`src/rtl/serial_byte_adder_ctrl_if.sv`:
```
// Bundle of request, response and adder-slice signals for serial_byte_adder_ctrl.
// The slave modport is the controller; master is the requester; slice is the shared adder8.
interface serial_byte_adder_ctrl_if #(
  parameter int NBYTES = 4
);
  localparam int W = 8 * NBYTES;

  // Handshakes: a transfer happens on a rising edge where valid and ready are both
  // high. The payload is stable while valid is high, and valid is never withdrawn
  // before its transfer completes.
  logic          in_valid;
  logic          in_ready;
  logic [W-1:0]  in_a;
  logic [W-1:0]  in_b;
  logic          in_cin;
  logic          in_sub;

  logic [7:0]    slice_a;
  logic [7:0]    slice_b;
  logic          slice_cin;
  logic [7:0]    slice_sum;
  logic          slice_cout;

  logic          out_valid;
  logic          out_ready;
  logic [W-1:0]  out_sum;
  logic          out_cout;
  logic          out_ovf;

  modport slave (
    input  in_valid, in_a, in_b, in_cin, in_sub, out_ready, slice_sum, slice_cout,
    output in_ready, out_valid, out_sum, out_cout, out_ovf, slice_a, slice_b, slice_cin
  );

  modport master (
    output in_valid, in_a, in_b, in_cin, in_sub, out_ready,
    input  in_ready, out_valid, out_sum, out_cout, out_ovf
  );

  modport slice (
    input  slice_a, slice_b, slice_cin,
    output slice_sum, slice_cout
  );
endinterface

```
`src/rtl/serial_byte_adder_ctrl.sv`:
```
// Wide add/subtract sequenced one byte per cycle, LSB first, through a shared
// external 8-bit adder slice. Operands are latched on accept; result held until taken.
module serial_byte_adder_ctrl #(
  parameter int NBYTES = 4
) (
  input  logic                      clk,
  input  logic                      rst_n,
  serial_byte_adder_ctrl_if.slave   bus,
  output logic                      busy,
  output logic [1:0]                state_dbg
);
  localparam int W     = 8 * NBYTES;
  localparam int IDX_W = $clog2(NBYTES);

  typedef enum logic [1:0] {
    IDLE = 2'd0,
    RUN  = 2'd1,
    DONE = 2'd2
  } state_t;

  state_t                  state;
  logic [IDX_W-1:0]        idx;
  logic                    carry;
  logic [NBYTES-1:0][7:0]  a_q;
  logic [NBYTES-1:0][7:0]  b_q;
  logic [NBYTES-1:0][7:0]  res_q;
  logic [W-1:0]            sum_q;
  logic                    cout_q;
  logic                    ovf_q;
  logic                    valid_q;
  logic                    busy_q;
  logic                    last_byte;

  assign last_byte = (idx == IDX_W'(NBYTES - 1));

  always_ff @(posedge clk or negedge rst_n) begin
    if (!rst_n) begin
      state   <= IDLE;
      idx     <= '0;
      carry   <= 1'b0;
      a_q     <= '0;
      b_q     <= '0;
      res_q   <= '0;
      sum_q   <= '0;
      cout_q  <= 1'b0;
      ovf_q   <= 1'b0;
      valid_q <= 1'b0;
      busy_q  <= 1'b0;
    end else begin
      case (state)
        IDLE: begin
          if (bus.in_valid) begin
            // Subtraction is A + ~B + 1, so the carry register doubles as the +1.
            a_q    <= bus.in_a;
            b_q    <= bus.in_sub ? ~bus.in_b : bus.in_b;
            carry  <= bus.in_sub | bus.in_cin;
            idx    <= '0;
            busy_q <= 1'b1;
            state  <= RUN;
          end
        end
        RUN: begin
          res_q[idx] <= bus.slice_sum;
          carry      <= bus.slice_cout;
          if (last_byte) begin
            // The top byte comes straight from the slice; lower bytes from res_q.
            sum_q   <= {bus.slice_sum, res_q[NBYTES-2:0]};
            cout_q  <= bus.slice_cout;
            ovf_q   <= (a_q[NBYTES-1][7] == b_q[NBYTES-1][7]) &&
                       (bus.slice_sum[7] != a_q[NBYTES-1][7]);
            valid_q <= 1'b1;
            state   <= DONE;
          end else begin
            idx <= idx + 1'b1;
          end
        end
        DONE: begin
          if (bus.out_ready) begin
            valid_q <= 1'b0;
            busy_q  <= 1'b0;
            state   <= IDLE;
          end
        end
        default: begin
          valid_q <= 1'b0;
          busy_q  <= 1'b0;
          state   <= IDLE;
        end
      endcase
    end
  end

  // The slice is quiet outside RUN so a shared adder sees no stray activity.
  always_comb begin
    bus.slice_a   = 8'h00;
    bus.slice_b   = 8'h00;
    bus.slice_cin = 1'b0;
    if (state == RUN) begin
      bus.slice_a   = a_q[idx];
      bus.slice_b   = b_q[idx];
      bus.slice_cin = carry;
    end
  end

  assign bus.in_ready  = (state == IDLE);
  assign bus.out_valid = valid_q;
  assign bus.out_sum   = sum_q;
  assign bus.out_cout  = cout_q;
  assign bus.out_ovf   = ovf_q;
  assign busy          = busy_q;
  assign state_dbg     = state;
endmodule
```
`src/flat_wrapper.sv`:
```
// flat-port wrapper written by rule: the top's interface ports become plain ports
module serial_byte_adder_ctrl_flat 
#(
  parameter int NBYTES = 4
)
  (clk, rst_n, busy, state_dbg, bus_in_valid, bus_in_a, bus_in_b, bus_in_cin, bus_in_sub, bus_out_ready, bus_slice_sum, bus_slice_cout, bus_in_ready, bus_out_valid, bus_out_sum, bus_out_cout, bus_out_ovf, bus_slice_a, bus_slice_b, bus_slice_cin);
  serial_byte_adder_ctrl_if #(.NBYTES(NBYTES)) bus_i ();
  input  logic clk;
  input  logic rst_n;
  output logic busy;
  output logic [1:0] state_dbg;
  input wire logic [$bits(bus_i.in_valid)-1:0] bus_in_valid;
  input wire logic [$bits(bus_i.in_a)-1:0] bus_in_a;
  input wire logic [$bits(bus_i.in_b)-1:0] bus_in_b;
  input wire logic [$bits(bus_i.in_cin)-1:0] bus_in_cin;
  input wire logic [$bits(bus_i.in_sub)-1:0] bus_in_sub;
  input wire logic [$bits(bus_i.out_ready)-1:0] bus_out_ready;
  input wire logic [$bits(bus_i.slice_sum)-1:0] bus_slice_sum;
  input wire logic [$bits(bus_i.slice_cout)-1:0] bus_slice_cout;
  output wire logic [$bits(bus_i.in_ready)-1:0] bus_in_ready;
  output wire logic [$bits(bus_i.out_valid)-1:0] bus_out_valid;
  output wire logic [$bits(bus_i.out_sum)-1:0] bus_out_sum;
  output wire logic [$bits(bus_i.out_cout)-1:0] bus_out_cout;
  output wire logic [$bits(bus_i.out_ovf)-1:0] bus_out_ovf;
  output wire logic [$bits(bus_i.slice_a)-1:0] bus_slice_a;
  output wire logic [$bits(bus_i.slice_b)-1:0] bus_slice_b;
  output wire logic [$bits(bus_i.slice_cin)-1:0] bus_slice_cin;
  assign bus_i.in_valid = bus_in_valid;
  assign bus_i.in_a = bus_in_a;
  assign bus_i.in_b = bus_in_b;
  assign bus_i.in_cin = bus_in_cin;
  assign bus_i.in_sub = bus_in_sub;
  assign bus_i.out_ready = bus_out_ready;
  assign bus_i.slice_sum = bus_slice_sum;
  assign bus_i.slice_cout = bus_slice_cout;
  assign bus_in_ready = bus_i.in_ready;
  assign bus_out_valid = bus_i.out_valid;
  assign bus_out_sum = bus_i.out_sum;
  assign bus_out_cout = bus_i.out_cout;
  assign bus_out_ovf = bus_i.out_ovf;
  assign bus_slice_a = bus_i.slice_a;
  assign bus_slice_b = bus_i.slice_b;
  assign bus_slice_cin = bus_i.slice_cin;
  serial_byte_adder_ctrl #(.NBYTES(NBYTES)) u_core (.clk(clk), .rst_n(rst_n), .bus(bus_i), .busy(busy), .state_dbg(state_dbg));
endmodule
```
`config.mk`:
```
export PLATFORM = sky130hd
export DESIGN_NAME = serial_byte_adder_ctrl_flat
export DESIGN_NICKNAME = d
export VERILOG_FILES = /design/src/rtl/serial_byte_adder_ctrl_if.sv /design/src/rtl/serial_byte_adder_ctrl.sv /design/src/flat_wrapper.sv
export SDC_FILE = /design/constraint.sdc
export NUM_CORES = 1
export LEC_CHECK = 0
export CAP_MARGIN = 0
export CORE_ASPECT_RATIO = 1.4
export CORE_UTILIZATION = 54
export CTS_CLUSTER_SIZE = 24
export DETAILED_ROUTE_END_ITERATION = 16
export GPL_ROUTABILITY_DRIVEN = 0
export GPL_TIMING_DRIVEN = 0
export PLACE_DENSITY_LB_ADDON = 0.15
export REMOVE_ABC_BUFFERS = 1
export SYNTH_ARGS = -nofsm -noshare
export SYNTH_HDL_FRONTEND = slang
export SYNTH_SLANG_ARGS = --single-unit
```
`constraint.sdc`:
```
create_clock -name clk -period 3.65 [get_ports clk]
set_input_delay 0.73 -clock clk [delete_from_list [all_inputs] [get_ports clk]]
set_output_delay 0.73 -clock clk [all_outputs]
set_load 0.02 [all_outputs]
```
==> impl_metrics.csv <==
group,metric,value,unit
finish,diodes,0,
critical_path,path_class,"register to primary output",
critical_path,crit_path_end,"bus_slice_b[4]",
finish,final_cells,693,
sta,finalHoldViolCount,0,
critical_path,endpoint_kind,"primary output",
global_route,grt_max_degree,104,
finish,seq_area,3230,µm²
logic_synthesis,synth_top_area_cell,"dfrtp_1",
critical_path,rr_worst_depth,4,
cts,clk_latency,0.41,ns
logic_synthesis,synth_common_cells,"dfrtp_1 (129), mux2_2 (57), nand2_1 (37)",
routing,drt-pass1-iter-count,5,
power_and_ir_drop,p_leak,3.35,nW
sta,fin_skew,0.00594,ns
logic_synthesis,synth_area_per_cell,14.1,µm²
critical_path,regToRegEndpoint,"u_core.bus.out_sum[21]",
status,run_status,"finished, final reports clean",
sta,rsz0062_at_grt,"no",
cts,cts-htree-levels,4,
critical_path,critPathLaunchType,"register",
floorplan,ios,135,
cts,clk_path_buf_depth,2,
logic_synthesis,syn-cell-area,5800,µm²
global_route,grt_usage,23.3,%
critical_path,startpoint,"u_core.state_dbg[0]",
cts,path_clk_slew,0.06,ns
logic_synthesis,async_flop_share,100,%
sta,maxSlewHeadroom,34.2,%
floorplan,die_width,89.6,µm
finish,drive_above_1_share,26.5,%
logic_synthesis,synthAdderAreaFrac,0.864,%
sta,drv_slew,0,
logic_synthesis,netlist.area_leader.share,55.7,%
logic_synthesis,synth_cell_types,30,
critical_path,cp.required,2.92,ns
logic_synthesis,synthTopCellsByArea,"dfrtp_1 (56%), mux2_2 (11%), mux2_4 (8.3%), mux4_2 (6.2%), xnor2_1 (4.8%)",
global_route,grt_antenna_before_repair,0,
floorplan,rows,44,
sta,fin_crit,3.36,ns
global_route,grt_pass1_wl,19500,µm
logic_synthesis,synthSimpleGateAreaFrac,5.46,%
cts,cts.sinks,129,
placed_design,port-buffer-count,134,
critical_path,r2r_slack,1.10,ns
floorplan,core,10400,µm²
floorplan,die_h,125,µm
cts,cts_made_buffers,17,
sta,tns,0,ns
routing,ant_nets,0,
job,drv_cap,0,
finish,multi_input_area,2380,µm²
critical_path,reg2reg_from,"u_core.idx[1]",
power_and_ir_drop,ir_worst_vdd,0.490,mV
logic_synthesis,synth_most_common_cell,"dfrtp_1",
logic_synthesis,synth-xor-area-share,4.84,%
cts,cts_tree,"built",
placed_design,place_inst,661,
logic_synthesis,ys_ff_latch,129,
routing,dr_total_vias,3648,
logic_synthesis,synth_ff_type,"dfrtp_1",
global_route,grt_pass1_vias,3977,
cts,cts_root_buf,"clkbuf_16",
placed_design,place_hpwl,7660,µm
logic_synthesis,synth_warnings,0,
finish,syn_to_final_growth,34.8,%
critical_path,cp.arrival,2.63,ns
min_path,hold_path.class,"primary input to async pin",
finish,fillerInstances,645,
global_route,grt_overflow,0,
sta,holdWs,0.183,ns
sta,period_share,91.9,%
floorplan,start_util,55.7,%
logic_synthesis,synth_cells,411,
routing,drc,0,
finish,fin_util,75.1,%
sta,max_slew.worst_pin.slew,0.987,ns
logic_synthesis,muxShareOfSynthArea,25.6,%
finish,final_nets,625,
logic_synthesis,synth-seq-area-share,55.7,%
critical_path,cp_max_fo,20,
logic_synthesis,synth_edf_count,0,
logic_synthesis,synth_top_family_by_area,"multiplexers",
routing,post_drt_wl_per_cell,16.7,µm
floorplan,die_area,11200,µm²
sta,fmax,298,MHz
sta,setup_viol,0,
power_and_ir_drop,powerDensity,957,nW/µm²
routing,avgViaCountPerCell,5.26,
logic_synthesis,synth_compound_area_share,4.19,%
routing,detail_route.wirelength,11500,µm
routing,drt_iter0_markers,125,
cts,cts_setup_buffers,0,
==> timing repair <==
item	CTS	global route
endpoints found under the setup margin	16	0
resized for setup	1	0
hold buffers	0	0
==> per-layer routing <==
layer | wire, µm | vias up | global-route usage [%]
li1 | - | 1687 | -
met1 | 4780 | 1830 | 28.3
met2 | 6060 | 109 | 39.0
met3 | 471 | 22 | 5.24
met4 | 230 | 0 | 9.80
met5 | 0 | - | 0
==> registers in the layout (all words and copies together), names as in the netlist <==
| register | count |
|---|---|
| u_core.carry | 1 |
| u_core.bus.out_sum | 32 |
| u_core.a_q | 32 |
| u_core.state_dbg | 2 |
| u_core.bus.out_ovf | 1 |
| u_core.res_q | 24 |
| u_core.idx | 2 |
| u_core.bus.out_cout | 1 |
| u_core.bus.out_valid | 1 |
| u_core.busy | 1 |
| u_core.b_q | 32 |
==> cell usage in the layout (no fill, tap or decap), types with 5 or more instances in the layout <==
master,instances
o21ai_0,5
mux2_4,32
clkinvlp_4,6
mux4_2,16
xnor2_1,32
o21ai_1,30
and2_1,17
dfrtp_1,128
nand2_1,37
clkbuf_16,17
clkdlybuf4s50_1,132
mux2_2,57
==> where the power goes <==
group          switching, mW  internal (mW)
clock                  0.646           1.01
combinational           1.32           1.84
sequential             0.506           2.15
total                   2.47           5.00
==> cell type report <==
type | instances | area share, %
multi-input cells | 252 | 30.4
well taps | 138 | 2.21
inverters | 4 | 0.192
clock buffers | 17 | 5.45
clock inverters | 15 | 2.03
repair buffers | 138 | 18.3
flip-flops and latches | 129 | 41.3
==> how the worst min path moves through the flow <==
stage,start,end,slack (ns),depth (start not counted)
after floorplan,rst_n,u_core.a_q[0],0.43,0
after global placement,u_core.b_q[25],u_core.b_q[25],0.46,2
after detailed placement,u_core.b_q[24],u_core.b_q[24],0.47,2
after CTS,rst_n,u_core.bus.out_sum[9],0.18,1
after global routing,rst_n,u_core.bus.out_sum[9],0.18,1
final,rst_n,u_core.bus.out_sum[9],0.18,1
==> logic make-up (layout without fill, tap and decap cells) <==
family,Yosys count,after routing
xor gates and xnor gates,32,32
AOI/OAI and AO/OA,45,45
buffers and inverters,30,174
adders and majority gates,4,4
muxes,105,105
and+or+nand+nor,66,66
DFF,129,129
==> stage by stage <==
| stage | setup slack, ns | total power [mW] | cell area (µm²) |
|---|---|---|---|
| after CTS | 0.281 | 7.55 | 7810 |
| after global placement | -2.97 | 5.74 | 7130 |
| after detailed placement | 0.331 | 5.85 | 7220 |
| after floorplan | 0.205 | 4.58 | 5620 |
| final | 0.294 | 7.48 | 7810 |
| after global routing | 0.184 | 7.92 | 7810 |
==> critical path, cell delays in order, from the launching register on <==
cell and delay (ns):
dfrtp_1 0.53, nor2b_2 0.78, and2_1 0.28, clkdlybuf4s50_1 0.62
(Power assumes the default switching activity.)
